## config.mk

```make
export PLATFORM = sky130hd
export DESIGN_NAME = mux4_rr_arbiter_flat
export DESIGN_NICKNAME = d
export VERILOG_FILES = /design/src/rtl/mux4_rr_arbiter_if.sv /design/src/rtl/mux4_rr_arbiter.sv /design/src/flat_wrapper.sv
export SDC_FILE = /design/constraint.sdc
export NUM_CORES = 1
export LEC_CHECK = 0
export ABC_CLOCK_PERIOD_IN_PS = 1600
export CAP_MARGIN = 25
export CORE_ASPECT_RATIO = 1.4
export CORE_UTILIZATION = 43
export DETAILED_ROUTE_END_ITERATION = 8
export GPL_TIMING_DRIVEN = 0
export PLACE_DENSITY_LB_ADDON = 0.05
export SYNTH_ARGS = -nofsm -noshare
export SYNTH_HDL_FRONTEND = slang
export SYNTH_SLANG_ARGS = --single-unit
```

## constraint.sdc

```tcl
create_clock -name clk -period 1.6 [get_ports clk]
set_input_delay 0.32 -clock clk [delete_from_list [all_inputs] [get_ports clk]]
set_output_delay 0.32 -clock clk [all_outputs]
set_load 0.005 [all_outputs]
```

## src/rtl/mux4_rr_arbiter_if.sv

```systemverilog
// Requester/consumer bundle for the 4-way round-robin mux arbiter.
// The slave modport is the arbiter's view; master is the environment's view.
interface mux4_rr_arbiter_if #(
    parameter int SIZE = 1
);
    logic [3:0]      req_valid;
    logic [3:0]      req_last;
    logic [3:0]      req_ready;
    logic [SIZE-1:0] x0;
    logic [SIZE-1:0] x1;
    logic [SIZE-1:0] x2;
    logic [SIZE-1:0] x3;
    logic [SIZE-1:0] out_data;
    logic            out_valid;
    logic            out_ready;
    logic [1:0]      InsSel;
    logic [3:0]      grant;
    logic            busy;

    modport slave (
        input  req_valid, req_last, x0, x1, x2, x3, out_ready,
        output req_ready, out_data, out_valid, InsSel, grant, busy
    );

    modport master (
        output req_valid, req_last, x0, x1, x2, x3, out_ready,
        input  req_ready, out_data, out_valid, InsSel, grant, busy
    );
endinterface

```

## src/rtl/mux4_rr_arbiter.sv

```systemverilog
// Round-robin arbiter sharing one 4:1 data mux among four requesters,
// holding each grant for a burst (last beat or MAX_BEATS cap).
module mux4_rr_arbiter #(
    parameter int SIZE      = 1,
    parameter int MAX_BEATS = 16
) (
    input  logic              clk,
    input  logic              rst_n,
    mux4_rr_arbiter_if.slave  bus
);
    localparam logic [0:0] IDLE = 1'b0;
    localparam logic [0:0] BUSY = 1'b1;

    logic [0:0]      state;
    logic [1:0]      last_grant;
    logic [1:0]      sel_q;
    logic [3:0]      grant_q;
    logic [7:0]      beat_cnt;
    logic [1:0]      scan_idx;
    logic [1:0]      win_idx;
    logic            win_found;
    logic            beat_done;
    logic            rel;
    logic [SIZE-1:0] data_mux;

    // Scan starts one past the previous winner and wraps; offset 4 lands on last_grant itself.
    always_comb begin
        win_found = 1'b0;
        win_idx   = '0;
        scan_idx  = '0;
        for (int unsigned k = 1; k <= 4; k++) begin
            scan_idx = last_grant + 2'(k);
            if (!win_found && bus.req_valid[scan_idx]) begin
                win_found = 1'b1;
                win_idx   = scan_idx;
            end
        end
    end

    always_comb begin
        bus.out_valid = 1'b0;
        bus.req_ready = '0;
        if (state == BUSY) begin
            bus.out_valid        = bus.req_valid[sel_q];
            bus.req_ready[sel_q] = bus.out_ready;
        end
    end

    always_comb begin
        case (sel_q)
            2'd0:    data_mux = bus.x0;
            2'd1:    data_mux = bus.x1;
            2'd2:    data_mux = bus.x2;
            default: data_mux = bus.x3;
        endcase
    end

    assign bus.out_data = data_mux;
    assign beat_done    = (state == BUSY) && bus.out_valid && bus.out_ready;
    assign rel          = beat_done &&
                          (bus.req_last[sel_q] || (beat_cnt == 8'(MAX_BEATS - 1)));

    always_ff @(posedge clk or negedge rst_n) begin
        if (!rst_n) begin
            state      <= IDLE;
            last_grant <= 2'd3;
            sel_q      <= '0;
            grant_q    <= '0;
            beat_cnt   <= '0;
        end else if (state == IDLE) begin
            if (win_found) begin
                state    <= BUSY;
                sel_q    <= win_idx;
                grant_q  <= 4'b0001 << win_idx;
                beat_cnt <= '0;
            end
        end else begin
            // A stalled granted requester keeps the grant; only a completed beat can release.
            if (rel) begin
                state      <= IDLE;
                last_grant <= sel_q;
                grant_q    <= '0;
                beat_cnt   <= '0;
            end else if (beat_done) begin
                beat_cnt <= beat_cnt + 8'd1;
            end
        end
    end

    assign bus.InsSel = sel_q;
    assign bus.grant  = grant_q;
    assign bus.busy   = (state == BUSY);
endmodule
```

## src/flat_wrapper.sv

```systemverilog
// flat-port wrapper written by rule: the top's interface ports become plain ports
module mux4_rr_arbiter_flat 
#(
    parameter int SIZE      = 1,
    parameter int MAX_BEATS = 16
)
  (clk, rst_n, bus_req_valid, bus_req_last, bus_x0, bus_x1, bus_x2, bus_x3, bus_out_ready, bus_req_ready, bus_out_data, bus_out_valid, bus_InsSel, bus_grant, bus_busy);
  mux4_rr_arbiter_if #(.SIZE(SIZE)) bus_i ();
  input  logic clk;
  input  logic rst_n;
  input wire logic [$bits(bus_i.req_valid)-1:0] bus_req_valid;
  input wire logic [$bits(bus_i.req_last)-1:0] bus_req_last;
  input wire logic [$bits(bus_i.x0)-1:0] bus_x0;
  input wire logic [$bits(bus_i.x1)-1:0] bus_x1;
  input wire logic [$bits(bus_i.x2)-1:0] bus_x2;
  input wire logic [$bits(bus_i.x3)-1:0] bus_x3;
  input wire logic [$bits(bus_i.out_ready)-1:0] bus_out_ready;
  output wire logic [$bits(bus_i.req_ready)-1:0] bus_req_ready;
  output wire logic [$bits(bus_i.out_data)-1:0] bus_out_data;
  output wire logic [$bits(bus_i.out_valid)-1:0] bus_out_valid;
  output wire logic [$bits(bus_i.InsSel)-1:0] bus_InsSel;
  output wire logic [$bits(bus_i.grant)-1:0] bus_grant;
  output wire logic [$bits(bus_i.busy)-1:0] bus_busy;
  assign bus_i.req_valid = bus_req_valid;
  assign bus_i.req_last = bus_req_last;
  assign bus_i.x0 = bus_x0;
  assign bus_i.x1 = bus_x1;
  assign bus_i.x2 = bus_x2;
  assign bus_i.x3 = bus_x3;
  assign bus_i.out_ready = bus_out_ready;
  assign bus_req_ready = bus_i.req_ready;
  assign bus_out_data = bus_i.out_data;
  assign bus_out_valid = bus_i.out_valid;
  assign bus_InsSel = bus_i.InsSel;
  assign bus_grant = bus_i.grant;
  assign bus_busy = bus_i.busy;
  mux4_rr_arbiter #(.SIZE(SIZE), .MAX_BEATS(MAX_BEATS)) u_core (.clk(clk), .rst_n(rst_n), .bus(bus_i));
endmodule
```

### After elaboration in Yosys (flattened, before gate mapping)

Cells that the tools add are included.

| word-level totals | value |
|---|---|
| bits in registers | 17 |
| output and inout bits | 13 |

| operators by class | value |
|---|---|
| add/sub/neg operators | 4 |
| order comparisons | 6 |
| equal/unequal tests | 5 |
| shift-type cells | 1 |
| mux-type cells | 35 |
| bitwise gates (word level) | 2 |
| reductions and logical operators | 17 |

Operators with widths:

| operator | count |
|---|---|
| 8-bit two-way mux | 4 |
| 4-bit two-way mux | 4 |
| 2-bit by 3-bit < comparator with 1-bit output, second input constant | 5 |
| 1-bit two-way mux | 15 |
| 1-bit binary-select mux with 2-bit select | 6 |
| 8-bit by 1-bit adder with 8-bit output, second input constant | 1 |
| 8-bit by 4-bit equality test with 1-bit output, second input constant | 1 |
| 2-bit two-way mux | 4 |
| 2-bit AND reduction | 4 |
| 1-bit logical AND | 7 |
| 2-bit adder, second input constant | 2 |
| 4-bit AND | 1 |
| 1-bit by 2-bit left shift with 4-bit output, first input constant | 1 |
| 1-bit logical NOT | 3 |
| 3-bit inequality test, second input constant | 1 |
| 1-bit case mux with 3 select lines | 1 |
| 2-bit by 1-bit adder with 2-bit output, second input constant | 1 |
| 1-bit demux with 2-bit select | 1 |
| 2-bit by 1-bit equality test with 1-bit output, second input constant | 1 |
| 2-bit equality test, second input constant | 1 |
| 2-bit by 1-bit >= comparator with 1-bit output, second input constant | 1 |
| 2-bit logical NOT | 1 |
| 2-bit inequality test, second input constant | 1 |
| 2-bit nonzero test | 1 |
| 2 further kinds | 2 |

### Longest topological paths before layout

| logic depth | value |
|---|---|
| depth in word-level cells | 16 |
| depth in mapped cells | 6 |
| gate-level depth less buffers | 5 |

### Least setup slack after synthesis

No wires, ideal clock.

| path | value |
|---|---|
| path kind | flip-flop to flip-flop |
| start | register u_core.sel_q[0], in the netlist u_core.bus.InsSel[0] |
| end | register u_core.beat_cnt[7] |
| setup time | 78 ps |
| arrival time | 1699 ps |
| required time | 1522 ps |
| path slack | -176 ps |
| stages on the path, launching flop included | 7 |
| buffers on the path | 2 |
| period minus slack after synthesis | 1776 ps |
| cells stage by stage | dfrtp_1 buf_6 mux4_2 a22oi_2 buf_6 or4_1 a21oi_1 |

| between the ends | value |
|---|---|
| longest elaborated chain between the ends | 8 |

RTL lines:

| item | line | text |
|---|---|---|
| start, declared | mux4_rr_arbiter.sv:16 | `logic [1:0] sel_q;` |
| start signal, assigned | mux4_rr_arbiter.sv:73 | `sel_q <= win_idx;` |
| 1-bit binary-select mux with 2-bit select | mux4_rr_arbiter.sv:44 | `bus.out_valid = bus.req_valid[sel_q];` |
| 1-bit two-way mux (implied by the code) | mux4_rr_arbiter.sv:44 |  |
| 1-bit two-way mux | mux4_rr_arbiter.sv:43 | `if (state == BUSY) begin` |
| 1-bit logical AND (2 in series) | mux4_rr_arbiter.sv:59 | `assign beat_done = (state == BUSY) && bus.out_valid && bus.out_ready;` |
| 1-bit logical AND | mux4_rr_arbiter.sv:60 | `assign rel = beat_done &&` |
| 3-bit inequality test (no line) / 8-bit two-way mux (equally long branches) | - |  |
| 2-bit AND reduction (no line) / 8-bit two-way mux (equally long branches) | - |  |
| end signal, assigned | mux4_rr_arbiter.sv:85 | `beat_cnt <= beat_cnt + 8'd1;` |
| end, declared | mux4_rr_arbiter.sv:18 | `logic [7:0] beat_cnt;` |

Several ways; a longest one is shown, not always the timed one. The select of a mux whose other input is x is not followed.
A chain may end at the register's enable or synchronous reset.

### Final worst setup path

| path | value |
|---|---|
| start | register u_core.sel_q[0], in the netlist u_core.bus.InsSel[0] |
| end | output port bus_out_valid |

| between the ends | value |
|---|---|
| longest elaborated chain between the ends | 3 |

RTL lines:

| item | line | text |
|---|---|---|
| 1-bit binary-select mux with 2-bit select | mux4_rr_arbiter.sv:44 |  |
| 1-bit two-way mux (implied by the code) | mux4_rr_arbiter.sv:44 |  |
| 1-bit two-way mux | mux4_rr_arbiter.sv:43 |  |
| end, declared | flat_wrapper.sv:20 | `output wire logic [$bits(bus_i.out_valid)-1:0] bus_out_valid;` |

Every way passes these cells. The select of a mux whose other input is x is not followed.

==> results.cfg <==
[worst_setup_path]
slowest_delay_ns = 0.55
rr_endpoint = u_core.beat_cnt[5]
reg2regPathDepth = 6
cp_slowest_cell = mux4_2
rrSetupSlack_ns = -0.23
worstPathCellList = mux4_2, and2_4, buf_6
rr_startpoint = u_core.bus.InsSel[0]
start_kind = flop
path_max_fanout = 4
cp_data_required_time_ns = 1.28
cp.arrival_ns = 1.52
critPathKind = reg -> out
end_kind = primary output

[place]
place_area_sq_um = 1390
place_hpwl_um = 1980
place.gp.congestion = 0.845
port_buffers = 27

[floorplan]
rows = 21
pin_count = 28
core_area_sq_um = 2360
initial_utilization_pct = 45.2
die_area_sq_um = 2690
die_height_um = 61.0
dieWidth_um = 44.1

[cts]
clock_latency_ns = 0.30
cts.sinks = 17
clkTransAtPathRegs_ns = 0.10
holdBufCountCts = 0
cts_tree = yes
root_buffer = clkbuf_4
cts_buffer_depth = 2
h-tree-depth = 1
cts_buffers = 3

[logic_synthesis]
synth.avg_cell_area_sq_um = 9.54
seq_area_frac_synth_pct = 40.0
synth.top_cell.area_share_pct = 35.1
synth_area_leaders = dfrtp_1 35%, nand2_1 7.0%, dfstp_2 4.9%
synth_edf_count = 0
syn_inst = 112
ys_warn_count = 0
yosysTopAreaCell = dfrtp_1
syn-num-nets = 128
ys_seq_elements = 17
synthesis.area_sq_um = 1070
yosys.cell_types.count = 45
async_flop_share_pct = 100
ys.flop_type = dfrtp_1

[sta]
setup_ws_ns = -0.241
rsz0062_at_grt = true
skew_ns = 0.00671
worst_slew_pin_slew_ns = 0.828
finalSetupTns_ns = -2.80
slew_viol_final = 0
relSlewSlack_pct = 44.6
holdWs_ns = 0.492
period_share_pct = 115
fmax_mhz = 543
finalSetupViolCount = 19
min_period_ns = 1.84
hold_violations = 0

[cells_and_area]
n_antenna_cell = 0
syn_to_final_growth_pct = 50.0
fin_nets = 178
drive_gt1_share_pct = 36.6
design_area_sq_um = 1600

[global_route]
grt_pass1_wl_um = 4690
grt_util_all_layers_pct = 24.1
grt_pass1_vias = 961
grt-ovfl-total = 0
grt_antenna_before_repair = 0
grt_max_degree = 18

[drt]
wl_um = 3130
drt-pass1-iter-count = 6
routedWlPerCell_um = 17.0
avgViaCountPerCell = 5.97
drtIter0Drc = 53
route.detailed.drc = 0
vias = 1098
antenna_left = 0

[run_status]
outcome = finished, violations left
failed_checks = setup timing

[run]
drv_cap = 0

[pwr]
p_leak_nw = 0.708
power_density_nw_per_um2 = 1790
vdd_drop_max_mv = 1.29

[worst_hold_path]
hold_class = in -> async
## worst max-delay path by stage
stage                                    start                    to  slack, ns
final                     u_core.bus.InsSel[0]         bus_out_valid      -0.24
after global routing      u_core.bus.InsSel[0]  u_core.last_grant[1]      -0.29
after detailed placement      bus_req_valid[3]         bus_out_valid      -0.74
after floorplan           u_core.bus.InsSel[0]    u_core.beat_cnt[7]      -0.09
after global placement        bus_req_valid[3]         bus_out_valid      -0.73
after CTS                 u_core.bus.InsSel[0]         bus_out_valid      -0.27
## repair_timing
item | 4_1_cts | 5_1_grt
gates cloned | 0 | 1
gates resized for setup | 40 | 17
endpoints found under the setup margin | 23 | 23
setup buffers | 9 | 9
pin swaps | 2 | 8
## cells in the mapped netlist, types with 3 or more instances
library cell,instances
nand2_1,20
dfrtp_1,15
inv_1,7
nor2_1,5
nand3_1,4
o2111ai_1,4
a21oi_1,3
o211ai_1,3
o21ai_0,3
## critical path, delay by kind of cell (launching register included)
family                 cells  cell delay, ns
buffers and inverters      1            0.10
DFF                        1            0.42
muxes                      1            0.55
and+or+nand+nor            1            0.16
## per-stage QoR
step	instances	setup WS (ns)	utilization, %	power [mW]
finish	184	-0.241	67.8	2.87
global route	184	-0.288	67.8	3.05
CTS	175	-0.274	63.1	2.59
detailed placement	162	-0.742	58.9	2.16
global placement	162	-0.733	58.9	2.11
floorplan	112	-0.0879	-	1.64
## power breakdown
part | total, mW | internal, mW | switching, mW
clock network | 0.233 | 0.0972 | 0.136
logic | 1.80 | 0.992 | 0.809
registers | 0.834 | 0.625 | 0.209
total | 2.87 | 1.71 | 1.15
## flip-flops by register name, indices dropped and copies added (netlist names)
register / cells
u_core.beat_cnt: 8
u_core.bus.InsSel: 2
u_core.last_grant: 2
u_core.bus.busy: 1
u_core.bus.grant: 4
## per-layer routing
layer | part of all wire [%] | GRT usage (%)
met4 | 2.3 | 13.0
met5 | 0 | 0
met1 | 39 | 28.2
met3 | 3.6 | 2.08
met2 | 55 | 42.9
## cells by family after synthesis
kind of cell,after synthesis,synth area share [%]
flops,17,40.0
compound gates,29,20.7
simple gates,48,23.0
fa+ha+maj,1,1.17
mux,6,9.72
buf+inv,11,5.39
## final cells by class
cell class	count	area, sq um
repair buffers	46	415
plain buffers	3	32.5
multi-input cells	84	644
well taps	23	28.8
inverters	7	26.3
flip-flops and latches	17	429
clock buffers	4	26.3
fillers	199	762
## cell usage in the layout (no fill, tap or decap), types with 2 or more instances in the layout
cell type	instances
buf_2	4
and3_1	2
buf_4	16
mux4_2	3
nor3b_2	2
nor2_1	4
mux2_2	2
o22ai_1	2
nand2_2	2
nand3_1	4
dlygate4sd2_1	4
nand2_1	17
or4_1	2
o211ai_1	3
o31ai_1	2
dlymetal6s2s_1	2
and2_4	2
clkbuf_4	3
clkdlybuf4s50_1	14
dfstp_2	2
buf_6	7
a21oi_1	3
dfrtp_1	14
nor2b_1	2
o21ai_0	3
nand2b_1	2
inv_1	7
o2111ai_1	4
Note: power is estimated with default switching activity, not from simulation.
